==> src/rtl/mem_port_arbiter_if.sv <==
// mem_port_arbiter_if: requester and memory-side signals of the shared memory port.
// Requester side: req/req_addr/req_we/req_wdata/req_wstrb/dma_lock in, gnt/rvalid/rdata out.
// Memory side: mem_req/mem_addr/mem_we/mem_wdata/mem_wstrb out, mem_ready/mem_rdata in.
// master = environment (masters + memory), slave = arbiter.
interface mem_port_arbiter_if #(
    parameter int ADDR_W = 32,
    parameter int XLEN   = 32
);
    logic [2:0]            req;
    logic [3*ADDR_W-1:0]   req_addr;
    logic [2:0]            req_we;
    logic [3*XLEN-1:0]     req_wdata;
    logic [3*(XLEN/8)-1:0] req_wstrb;
    logic                  dma_lock;
    logic [2:0]            gnt;
    logic [2:0]            rvalid;
    logic [XLEN-1:0]       rdata;
    logic                  mem_req;
    logic [ADDR_W-1:0]     mem_addr;
    logic                  mem_we;
    logic [XLEN-1:0]       mem_wdata;
    logic [XLEN/8-1:0]     mem_wstrb;
    logic                  mem_ready;
    logic [XLEN-1:0]       mem_rdata;
    modport master (
        output req, req_addr, req_we, req_wdata, req_wstrb, dma_lock, mem_ready, mem_rdata,
        input  gnt, rvalid, rdata, mem_req, mem_addr, mem_we, mem_wdata, mem_wstrb
    );
    modport slave (
        input  req, req_addr, req_we, req_wdata, req_wstrb, dma_lock, mem_ready, mem_rdata,
        output gnt, rvalid, rdata, mem_req, mem_addr, mem_we, mem_wdata, mem_wstrb
    );
endinterface

==> src/rtl/mem_port_arbiter.sv <==
// mem_port_arbiter: shares one memory port between ifetch (0), load/store (1) and DMA (2).
// Ports: clk, rst (sync, active-high), bus (mem_port_arbiter_if.slave) carrying the
// per-master requests, one-hot gnt, per-master rvalid, broadcast rdata and the memory port.
// Priority: starvation guard, then DMA burst lock, then round-robin after last_gnt.
module mem_port_arbiter #(
    parameter int ADDR_W    = 32,
    parameter int XLEN      = 32,
    parameter int MEM_LAT   = 1,
    parameter int MAX_BURST = 4,
    parameter int WAIT_MAX  = 8
) (
    input logic               clk,
    input logic               rst,
    mem_port_arbiter_if.slave bus
);
    localparam int WC_W = $clog2(WAIT_MAX + 1);
    localparam int BC_W = $clog2(MAX_BURST + 1);
    localparam int SW   = XLEN / 8;

    logic [1:0]         last_gnt;
    logic               prev_dma;
    logic [WC_W-1:0]    wait_cnt [3];
    logic [BC_W-1:0]    burst_cnt;
    logic [MEM_LAT-1:0] pipe_vld;
    logic [1:0]         pipe_id [MEM_LAT];
    logic [1:0]         st_id, rr_id, win_id;
    logic               st_any, lock_ok, go;
    logic [2:0]         gnt;

    always_comb begin
        st_any = 1'b0;
        st_id  = 2'd0;
        // descending scan so the lowest starved index is the one left standing
        for (int i = 2; i >= 0; i--)
            if (bus.req[i] && wait_cnt[i] == WC_W'(WAIT_MAX)) begin
                st_any = 1'b1;
                st_id  = 2'(i);
            end
        rr_id = 2'd0;
        // descending offset so the nearest requester after last_gnt wins
        for (int k = 3; k >= 1; k--)
            if (bus.req[2'((int'(last_gnt) + k) % 3)])
                rr_id = 2'((int'(last_gnt) + k) % 3);
        lock_ok = last_gnt == 2'd2 && prev_dma && bus.dma_lock && bus.req[2]
                  && burst_cnt < BC_W'(MAX_BURST);
        win_id  = st_any ? st_id : lock_ok ? 2'd2 : rr_id;
        go      = !rst && bus.mem_ready && |bus.req;
        gnt     = go ? 3'b001 << win_id : 3'b000;
    end

    always_comb begin
        bus.gnt       = gnt;
        bus.mem_req   = go;
        bus.mem_addr  = go ? bus.req_addr[win_id*ADDR_W +: ADDR_W] : '0;
        bus.mem_we    = go && bus.req_we[win_id];
        bus.mem_wdata = go ? bus.req_wdata[win_id*XLEN +: XLEN] : '0;
        bus.mem_wstrb = go ? bus.req_wstrb[win_id*SW +: SW] : '0;
        // gated by rst so a response already in the last stage is suppressed during reset
        bus.rvalid    = (pipe_vld[MEM_LAT-1] && !rst) ? 3'b001 << pipe_id[MEM_LAT-1] : 3'b000;
        bus.rdata     = bus.mem_rdata;
    end

    always_ff @(posedge clk) begin
        if (rst) begin
            last_gnt  <= 2'd2;
            prev_dma  <= 1'b0;
            burst_cnt <= '0;
            pipe_vld  <= '0;
            for (int i = 0; i < 3; i++) wait_cnt[i] <= '0;
            for (int s = 0; s < MEM_LAT; s++) pipe_id[s] <= 2'd0;
        end else begin
            for (int i = 0; i < 3; i++)
                wait_cnt[i] <= (!bus.req[i] || gnt[i]) ? '0 :
                               wait_cnt[i] == WC_W'(WAIT_MAX) ? wait_cnt[i] : wait_cnt[i] + 1'b1;
            burst_cnt <= (gnt[2] && bus.dma_lock) ?
                         (burst_cnt == BC_W'(MAX_BURST) ? burst_cnt : burst_cnt + 1'b1) : '0;
            prev_dma  <= gnt[2];
            if (go) last_gnt <= win_id;
            pipe_vld[0] <= go && !bus.req_we[win_id];
            pipe_id[0]  <= win_id;
            for (int s = 1; s < MEM_LAT; s++) begin
                pipe_vld[s] <= pipe_vld[s-1];
                pipe_id[s]  <= pipe_id[s-1];
            end
        end
    end
endmodule
==> src/flat_wrapper.sv <==
// flat-port wrapper written by rule: the top's interface ports become plain ports
module mem_port_arbiter_flat 
#(
    parameter int ADDR_W    = 32,
    parameter int XLEN      = 32,
    parameter int MEM_LAT   = 1,
    parameter int MAX_BURST = 4,
    parameter int WAIT_MAX  = 8
)
  (clk, rst, bus_req, bus_req_addr, bus_req_we, bus_req_wdata, bus_req_wstrb, bus_dma_lock, bus_mem_ready, bus_mem_rdata, bus_gnt, bus_rvalid, bus_rdata, bus_mem_req, bus_mem_addr, bus_mem_we, bus_mem_wdata, bus_mem_wstrb);
  mem_port_arbiter_if #(.ADDR_W(ADDR_W), .XLEN(XLEN)) bus_i ();
  input logic clk;
  input logic rst;
  input wire logic [$bits(bus_i.req)-1:0] bus_req;
  input wire logic [$bits(bus_i.req_addr)-1:0] bus_req_addr;
  input wire logic [$bits(bus_i.req_we)-1:0] bus_req_we;
  input wire logic [$bits(bus_i.req_wdata)-1:0] bus_req_wdata;
  input wire logic [$bits(bus_i.req_wstrb)-1:0] bus_req_wstrb;
  input wire logic [$bits(bus_i.dma_lock)-1:0] bus_dma_lock;
  input wire logic [$bits(bus_i.mem_ready)-1:0] bus_mem_ready;
  input wire logic [$bits(bus_i.mem_rdata)-1:0] bus_mem_rdata;
  output wire logic [$bits(bus_i.gnt)-1:0] bus_gnt;
  output wire logic [$bits(bus_i.rvalid)-1:0] bus_rvalid;
  output wire logic [$bits(bus_i.rdata)-1:0] bus_rdata;
  output wire logic [$bits(bus_i.mem_req)-1:0] bus_mem_req;
  output wire logic [$bits(bus_i.mem_addr)-1:0] bus_mem_addr;
  output wire logic [$bits(bus_i.mem_we)-1:0] bus_mem_we;
  output wire logic [$bits(bus_i.mem_wdata)-1:0] bus_mem_wdata;
  output wire logic [$bits(bus_i.mem_wstrb)-1:0] bus_mem_wstrb;
  assign bus_i.req = bus_req;
  assign bus_i.req_addr = bus_req_addr;
  assign bus_i.req_we = bus_req_we;
  assign bus_i.req_wdata = bus_req_wdata;
  assign bus_i.req_wstrb = bus_req_wstrb;
  assign bus_i.dma_lock = bus_dma_lock;
  assign bus_i.mem_ready = bus_mem_ready;
  assign bus_i.mem_rdata = bus_mem_rdata;
  assign bus_gnt = bus_i.gnt;
  assign bus_rvalid = bus_i.rvalid;
  assign bus_rdata = bus_i.rdata;
  assign bus_mem_req = bus_i.mem_req;
  assign bus_mem_addr = bus_i.mem_addr;
  assign bus_mem_we = bus_i.mem_we;
  assign bus_mem_wdata = bus_i.mem_wdata;
  assign bus_mem_wstrb = bus_i.mem_wstrb;
  mem_port_arbiter #(.ADDR_W(ADDR_W), .XLEN(XLEN), .MEM_LAT(MEM_LAT), .MAX_BURST(MAX_BURST), .WAIT_MAX(WAIT_MAX)) u_core (.clk(clk), .rst(rst), .bus(bus_i));
endmodule
==> config.mk <==
export PLATFORM = sky130hd
export DESIGN_NAME = mem_port_arbiter_flat
export DESIGN_NICKNAME = d
export VERILOG_FILES = /design/src/rtl/mem_port_arbiter_if.sv /design/src/rtl/mem_port_arbiter.sv /design/src/flat_wrapper.sv
export SDC_FILE = /design/constraint.sdc
export NUM_CORES = 1
export LEC_CHECK = 0
export ABC_AREA = 1
export CORE_AREA = 5 5 135 137
export DETAILED_ROUTE_END_ITERATION = 8
export DIE_AREA = 0 0 140 142
export GPL_ROUTABILITY_DRIVEN = 1
export HOLD_SLACK_MARGIN = 0.06
export PLACE_DENSITY = 0.68
export SYNTH_ARGS = -nofsm -noshare
export SYNTH_HDL_FRONTEND = slang
export SYNTH_SLANG_ARGS = --single-unit
==> constraint.sdc <==
create_clock -name clk -period 2.3 [get_ports clk]
set_clock_uncertainty 0.2 [all_clocks]
set_input_delay 0.23 -clock clk [delete_from_list [all_inputs] [get_ports clk]]
set_output_delay 0.23 -clock clk [all_outputs]
set_load 0.05 [all_outputs]
### After elaboration in Yosys (flattened, before gate mapping)

Memory sizes are Yosys's and may differ from the RTL's.
Index checks and enable logic that the tools add are counted.

* $add $sub $neg: 7
* divide/modulo/power cells: 3
* $lt $le $gt $ge: 5
* equal/unequal tests: 5
* shift-type cells: 5
* multiplexer cells: 41
* bitwise gates (word level): 4
* reduce and logical (&&, ||, !) cells: 24

Operators by type and width (number)
* $shiftx 96x8->32: 2
* $mod 32x3->32 const B: 3
* $mux 32: 2
* $mux 4: 10
* $mux 2: 9
* $mux 1: 14
* $logic_and 1x1->1: 13
* $add 4x1->4 const B: 3
* $eq 4x4->1 const B: 3
* $lt 2x4->1 const B: 3
* $shiftx 12x5->4: 1
* $bmux 1 s2: 4
* $add 2x2->3 const B: 2
* $mux 3: 2
* $shl 1x2->3 const A: 2
* $logic_not 1->1: 5
* $reduce_or 2->1: 2
* $add 2x1->3 const B: 1
* $add 3x1->3 const B: 1
* $eq 3x3->1 const B: 1
* $logic_or 1x1->1: 3
* $lt 2x3->1 const B: 1
* $lt 3x3->1 const B: 1
* $or 1x1->1: 3
* 3 further kinds: 3

* bits in registers: 7
* memory bits (writable): 14
* bits of input ports: 246
* output and inout bits: 108
* word-level logic and storage cells: 100
* memories: 2

Memories
* u_core.wait_cnt: words 3, width 4, read ports 3, clocked after Yosys merged registers in 0, write ports 3, line mem_port_arbiter.sv:22 `logic [WC_W-1:0] wait_cnt [3];`
* u_core.pipe_id: words 1, width 2, read ports 1, clocked after Yosys merged registers in 0, write ports 1, line mem_port_arbiter.sv:25 `logic [1:0] pipe_id [MEM_LAT];`

### Logic depth before layout (Yosys ltp)

Gate-level depths: netlist (run 1).

* depth after elaboration: 15
* mapped depth: 16
* gate-level depth less buffers: 14

### Least setup slack after synthesis (run 1)

Ideal clock, no wire load.

* kind: flip-flop to output port
* from: register u_core.last_gnt[0]
* to: output bus_mem_addr[22]
* arrival: 2.282 ns
* path slack: -0.412 ns
* cell stages (with the launch flop): 15
* path buffers: 1
* cells stage by stage: dfxtp_1 inv_1 ha_1 inv_1 nand3_1 nand2_1 nand2_1 nand2_1 nand3_2 nand2_4 nand2_4 inv_4 buf_2 nand2_1 nand3_1

* longest elaborated chain between the ends: 12

RTL lines
* start, declared: line mem_port_arbiter.sv:20 `logic [1:0] last_gnt;`
* start signal, assigned: line mem_port_arbiter.sv:78 `if (go) last_gnt <= win_id;`
* $add 2x2->3: line mem_port_arbiter.sv:42, mem_port_arbiter.sv:43
* $mod 32x3->32: line mem_port_arbiter.sv:42, mem_port_arbiter.sv:43
* $bmux 1 s2: line mem_port_arbiter.sv:42 `if (bus.req[2'((int'(last_gnt) + k) % 3)])`
* $mux 1 (implied by the code) (2 in a row): line mem_port_arbiter.sv:42
* $mux 2 (3 in a row): line mem_port_arbiter.sv:42
* $mux 2 * (2 in a row): line mem_port_arbiter.sv:46 `win_id = st_any ? st_id : lock_ok ? 2'd2 : rr_id;`
* $shiftx 96x8->32 *: line mem_port_arbiter.sv:54 `bus.mem_addr = go ? bus.req_addr[win_id*ADDR_W +: ADDR_W] : '0;`
* $mux 32 *: line mem_port_arbiter.sv:54
* end, declared: line flat_wrapper.sv:26 `output wire logic [$bits(bus_i.mem_addr)-1:0] bus_mem_addr;`

Mark *: on every way between the ends. The rest lies on a longest branch, timed or not. The select of a mux whose other input is x is not followed.

### Final worst setup path (run 1)

* from: input bus_req[2]
* to: output bus_mem_wdata[5]

* longest elaborated chain between the ends: 10

RTL lines
* start, declared: line flat_wrapper.sv:14 `input wire logic [$bits(bus_i.req)-1:0] bus_req;`
* $bmux 1 s2: line mem_port_arbiter.sv:42
* $mux 1 (implied by the code) (2 in a row): line mem_port_arbiter.sv:42
* $mux 2 (3 in a row): line mem_port_arbiter.sv:42
* $mux 2 (2 in a row): line mem_port_arbiter.sv:46
* $shiftx 96x8->32: line mem_port_arbiter.sv:56 `bus.mem_wdata = go ? bus.req_wdata[win_id*XLEN +: XLEN] : '0;`
* $mux 32 *: line mem_port_arbiter.sv:56
* end, declared: line flat_wrapper.sv:28 `output wire logic [$bits(bus_i.mem_wdata)-1:0] bus_mem_wdata;`

Marked as above.

==> results of run 1 <==
==> sequential cells by signal, indices dropped and copies added, names as in the netlist <==
name / count
u_core.prev_dma: 1
u_core.last_gnt: 2
u_core.pipe_vld: 1
u_core.burst_cnt: 3
u_core.wait_cnt: 12
u_core.pipe_id: 2
==> final timing paths <==
| kind | endpoint | slack, ns | cells past startpoint |
|---|---|---|---|
| worst max-delay path | bus_mem_wdata[5] | -0.52 | 13 |
| worst min register to register | u_core.wait_cnt[0][7] | 0.36 | 2 |
| worst min-delay path | u_core.wait_cnt[0][6] | 0.26 | 3 |
| worst max register to register | u_core.last_gnt[1] | -0.28 | 18 |
==> per-stage QoR <==
step / total power [uW] / instance area [sq um] / setup WS [ns] / util [%] / setup TNS (ns)
2_1_floorplan: 1990 / 3650 / -0.0519 / - / -1.19
3_3_place_gp: 3350 / 7580 / -0.410 / 44.8 / -25.08
3_5_place_dp: 3380 / 7580 / -0.414 / 44.8 / -25.92
4_1_cts: 3990 / 8180 / -0.462 / 48.3 / -29.57
5_1_grt: 4330 / 8670 / -0.643 / 51.2 / -46.91
6_report: 4150 / 8670 / -0.523 / 51.2 / -36.91
==> area by class of cell <==
class / count / share of cell area (%)
clock inverters: 1 / 0.0577
flip-flops and latches: 21 / 4.88
clock buffers: 3 / 0.866
multi-input cells: 397 / 37.2
repair buffers: 356 / 52.1
inverters: 33 / 1.66
well taps: 225 / 3.25
==> worst max-delay path, stage by stage <==
cell	delay [ns]
clkdlybuf4s50_1	0.63
inv_2	0.11
buf_4	0.14
nor3_1	0.21
nor2_1	0.10
nand3_2	0.12
nand2_4	0.09
nand2_4	0.12
clkinv_8	0.12
buf_12	0.17
nand2_1	0.11
nand3_4	0.09
buf_12	0.15
==> logic make-up (layout without fill, tap and decap cells) <==
logic type	count (synthesis)	in the layout	share of synthesized area (%)
buffers and inverters	86	393	18.5
flip-flops	21	21	15.0
AO/OA/AOI/OAI	13	13	2.99
adder cells (fa/ha/maj)	11	11	4.92
AND/OR/NAND/NOR	363	363	55.5
XOR/XNOR	10	10	3.13
==> timing repair <==
action,CTS,global route
endpoints found under the setup margin,72,84
setup buffers,11,6
hold endpoints to repair,0,0
resized for setup,62,140
gates cloned,7,5
pin swaps,3,28
==> cell usage after synthesis <==
library cell / n
nand2_1: 234
nand3_1: 85
buf_4: 40
inv_1: 26
dfxtp_1: 21
nor2_1: 21
ha_1: 11
xor2_1: 10
buf_2: 9
nor3_1: 8
a21oi_1: 6
inv_2: 6
buf_6: 4
nand4_1: 4
nand2_4: 3
nand2_2: 2
nand3_2: 2
nor2_4: 2
o211ai_1: 2
a21oi_2: 1
a31oi_2: 1
inv_4: 1
nor3_2: 1
nor3b_1: 1
o21ai_0: 1
o21ai_1: 1
o31ai_1: 1
==> power groups by stage <==
stage,clock network [uW],logic (uW),registers [uW]
6_report,380,3370,403
5_1_grt,400,3530,405
4_1_cts,381,3210,401
3_5_place_dp,0,2970,407
3_3_place_gp,0,2950,407
2_1_floorplan,0,1590,405
==> layer usage <==
| metal | up-vias | GRT usage [%] | routed length [microns] |
|---|---|---|---|
| met1 | 2076 | 16.3 | 6080 |
| met3 | 45 | 4.44 | 1220 |
| li1 | 2179 | - | - |
| met5 | - | 0 | 0 |
| met4 | 0 | 5.86 | 563 |
| met2 | 177 | 30.1 | 9810 |
==> flow_metrics.env, run 1 <==
export IMPL_status="finished with violations"
export IMPL_violations="setup timing"
export IMPL_synth_area_leaders="nand2_1 (31%), nand3_1 (15%), dfxtp_1 (15%)"
export IMPL_grtUsageTotal_pct=15.7
export IMPL_p_per_area_nw_per_um2=479
export IMPL_grt_max_degree=24
export IMPL_drt_iter0_markers=90
export IMPL_vias=4477
export IMPL_regArea_sq_um=423
export IMPL_dpl_hpwl_microns=13300
export IMPL_setup_viol=84
export IMPL_core_rowCount=48
export IMPL_p_leak_uw=0.00389
export IMPL_wl_per_cell_microns=17.1
export IMPL_yosys_area_top_type="nand2_1"
export IMPL_syn_cell_area_sq_um=2800
export IMPL_root_buffer="clkbuf_16"
export IMPL_p_seq_share_pct=9.7
export IMPL_drive_above_1_share_pct=46.7
export IMPL_hp_class="in -> reg"
export IMPL_nets=1069
export IMPL_worst_slew_pin_slew_ns=0.367
export IMPL_critPathLaunchType="primary input"
export IMPL_cp_startpoint="bus_req[2]"
export IMPL_p_sw_share_pct=44.4
export IMPL_dp_cells=1008
export IMPL_htreeDepth=1
export IMPL_drc=0
export IMPL_p_sw_uw=1840
export IMPL_fillers=1509
export IMPL_synth_seq_cells=21
export IMPL_finalNonFillerCells=1036
export IMPL_fin_hold_ws_ns=0.258
export IMPL_grt_pass1_vias=4656
export IMPL_grt_pass1_wl_microns=24700
export IMPL_critPathRequiredTime_ns=1.87
export IMPL_min_period_ns=2.82
export IMPL_diodes=0
export IMPL_cts_hold_buf=0
export IMPL_maxCapViolations=0
export IMPL_hold_viol_final=0
export IMPL_fmax_mhz=354
export IMPL_core_sq_um=16900
export IMPL_io_pins=354
export IMPL_cts_sinks=21
export IMPL_min_period_over_period_pct=123
export IMPL_clockBufferDepth=2
export IMPL_multi_input_area_sq_um=3220
export IMPL_worstSetupPathType="in -> out"
export IMPL_slew_headroom_pct=75.3
export IMPL_die_area_sq_um=19900
export IMPL_start_util_pct=16.5
export IMPL_drt_pass1_iterations=4
export IMPL_synth_cell_types=27
export IMPL_final_common_cell="clkdlybuf4s50_1"
export IMPL_rsz0062_at_grt="true"
export IMPL_cts_tree="yes"
export IMPL_end_kind="output port"
export IMPL_netlist_instances=504
export IMPL_worst_path_max_fanout=13
export IMPL_pwr_share_clk_pct=9.2
export IMPL_min_from="bus_req[1]"
export IMPL_ys_seq_area_share_pct=15.0
export IMPL_r2r_start="u_core.last_gnt[0]"
export IMPL_gp_congestion=0.798
export IMPL_syn_area_per_cell_sq_um=5.56
export IMPL_layout_common_cells="clkdlybuf4s50_1 (212), nand2_1 (109), nand2_2 (103), buf_12 (89), nand3_4 (65)"
export IMPL_synth_nets=761
export IMPL_setup_slack_ns=-0.523
export IMPL_synth_top_area_share_pct=31.4
export IMPL_fp_dieW_microns=140
export IMPL_ant_nets=0
export IMPL_internal_power_uw=2310
export IMPL_clk_pin_slew_ns=0.06
export IMPL_p_comb_share_pct=81.2
export IMPL_grt_ovfl_total=0
export IMPL_slew_viol_final=0
export IMPL_die_h_microns=142
export IMPL_routed_wirelength_microns=17700
export IMPL_crit_arrival_ns=2.39
export IMPL_cts_buffers=3
export IMPL_via_per_inst=4.32
export IMPL_ir_drop_mv=0.256
export IMPL_clock_latency_ns=0.26
export IMPL_areaGrowthSynthToFinish_pct=210
export IMPL_grt_antenna_before_repair=0
export IMPL_ys_warn_count=0
export IMPL_io_buffer_count=289
No activity file was read; power rests on OpenSTA's default activity.
==> inputs of run 2 (changes only) <==
--- a/config.mk
+++ b/config.mk
@@ -11,6 +11,7 @@
 export DIE_AREA = 0 0 140 142
 export GPL_ROUTABILITY_DRIVEN = 1
 export HOLD_SLACK_MARGIN = 0.06
+export MAX_ROUTING_LAYER = met4
 export PLACE_DENSITY = 0.68
 export SYNTH_ARGS = -nofsm -noshare
 export SYNTH_HDL_FRONTEND = slang
==> run 2 against run 1 <==
- the run still ends with setup timing left
- clock-buffer cell count did not move
- die area unchanged
- maximum frequency increased by 0.71%
- critical path depth unchanged
- routed wire length barely moved
- cell area hardly changed
- via count decreased by 0.25%
- combinational power hardly changed
- sequential power about the same
- worst setup slack better by 0.020 ns
- largest cell class unchanged
==> flow_metrics.env, run 2 (synthesized netlist as in run 1, its figures left out) <==
export IMPL_status="finished with violations"
export IMPL_violations="setup timing"
export IMPL_top_regs="u_core.wait_cnt: 12 flops, u_core.burst_cnt: 3 flops"
export IMPL_io_buffer_count=289
export IMPL_grtUsageTotal_pct=16.2
export IMPL_grt_pass1_vias=4664
export IMPL_start_util_pct=16.5
export IMPL_wl_per_cell_microns=17.1
export IMPL_p_leak_uw=0.00389
export IMPL_die_area_sq_um=19900
export IMPL_dpl_hpwl_microns=13300
export IMPL_via_per_inst=4.31
export IMPL_grt_max_degree=24
export IMPL_cts_tree="yes"
export IMPL_maxCapViolations=0
export IMPL_core_rowCount=48
export IMPL_gp_congestion=0.810
export IMPL_fillers=1510
export IMPL_cp_num_buf_inv=6
export IMPL_layout_common_cells="clkdlybuf4s50_1 (212), nand2_1 (110), nand2_2 (102), buf_12 (89), nand3_4 (65)"
export IMPL_drt_iter0_markers=99
export IMPL_areaGrowthSynthToFinish_pct=210
export IMPL_routed_wirelength_microns=17700
export IMPL_worst_slew_pin_slew_ns=0.367
export IMPL_fp_dieW_microns=140
export IMPL_critPathLaunchType="primary input"
export IMPL_min_period_over_period_pct=122
export IMPL_diodes=0
export IMPL_cts_sinks=21
export IMPL_setup_viol=84
export IMPL_setup_tns_ns=-35.62
export IMPL_drive_above_1_share_pct=46.6
export IMPL_critical_path_slowest_cell="clkdlybuf4s50_1"
export IMPL_final_common_cell="clkdlybuf4s50_1"
export IMPL_crit_arrival_ns=2.37
export IMPL_ir_drop_mv=0.255
export IMPL_regMostFlops="u_core.wait_cnt"
export IMPL_cp_cell_sequence="clkdlybuf4s50_1, inv_2, buf_4, nor3_1, nor2_1, nand3_2, nand2_4, nand2_4, clkinv_8, buf_12, nand2_1, nand3_4, buf_12"
export IMPL_fmax_mhz=357
export IMPL_setup_slack_ns=-0.503
export IMPL_end_kind="output port"
export IMPL_hold_viol_final=0
export IMPL_cpPeakStageDelay_ns=0.61
export IMPL_worstSetupPathType="in -> out"
export IMPL_root_buffer="clkbuf_16"
export IMPL_vias=4466
export IMPL_crit_family="buffers and inverters"
export IMPL_htreeDepth=1
export IMPL_drc=0
export IMPL_nets=1069
export IMPL_drt_pass1_iterations=4
export IMPL_fin_hold_ws_ns=0.260
export IMPL_die_h_microns=142
export IMPL_largest_reg_flops=12
export IMPL_rsz0062_at_grt="true"
export IMPL_critPathRequiredTime_ns=1.87
export IMPL_grt_pass1_wl_microns=24700
export IMPL_hp_class="in -> out"
export IMPL_ant_nets=0
export IMPL_io_pins=354
export IMPL_clock_latency_ns=0.26
export IMPL_slew_viol_final=0
export IMPL_p_per_area_nw_per_um2=479
export IMPL_cts_buffers=3
export IMPL_core_sq_um=16900
export IMPL_worst_path_max_fanout=13
export IMPL_grt_antenna_before_repair=0
export IMPL_clockBufferDepth=2
export IMPL_grt_ovfl_total=0
export IMPL_slew_headroom_pct=75.3
export IMPL_min_period_ns=2.80
run 2: cell counts in the layout (fill, tap and decap cells not counted):
No cell type changed its count.
run 2: cell type report:
type                            instances  area, sq um  area share (%)
Timing Repair Buffer                  356         4520            52.2
Multi-Input combinational cell        397         3220            37.1
Sequential cell                        21          423            4.88
Tap cell                              225          282            3.25
Inverter                               33          144            1.66
Clock buffer                            3         75.1           0.866
Clock inverter                          1         5.00          0.0577
run 2: path summary, 6_finish.rpt:
path | start | endpoint | cells past startpoint | slack [ns]
max | bus_req[2] | bus_mem_wdata[5] | 13 | -0.50
min | bus_mem_rdata[13] | bus_rdata[13] | 0 | 0.26
max reg2reg | u_core.last_gnt[0] | u_core.last_gnt[1] | 18 | -0.27
min reg2reg | u_core.wait_cnt[0][7] | u_core.wait_cnt[0][7] | 2 | 0.36
run 2: report_power, final:
part / switching (uW) / internal (uW) / leakage [uW]
registers: 16.0 / 387 / 0.000171
logic: 1680 / 1690 / 0.00368
clock network: 145 / 234 / 0.0000409
total: 1840 / 2310 / 0.00389
run 2: per-layer routing:
metal | vias to the layer above | wire length, microns | GRT usage, %
met1 | 2067 | 6380 | 17.0
li1 | 2179 | - | -
met3 | 46 | 932 | 3.39
met5 | - | 0 | -
met4 | 0 | 609 | 5.76
met2 | 174 | 9760 | 30.2
run 2: per-stage QoR:
step	area, sq um	util [%]	setup slack [ns]	cells	total power, uW
floorplan	3650	-	-0.0519	504	1990
global placement	7580	44.8	-0.410	1008	3350
detailed placement	7580	44.8	-0.414	1008	3380
CTS	8180	48.3	-0.462	1030	3990
global route	8670	51.2	-0.587	1036	4330
finish	8670	51.2	-0.503	1036	4150
run 2: what timing repair did:
action / 4_1_cts / 5_1_grt
gates resized for setup: 62 / 139
hold buffers: 0 / 0
gates cloned: 7 / 5
setup buffers: 11 / 6
endpoints found under the setup margin: 72 / 84
pin swaps: 3 / 28
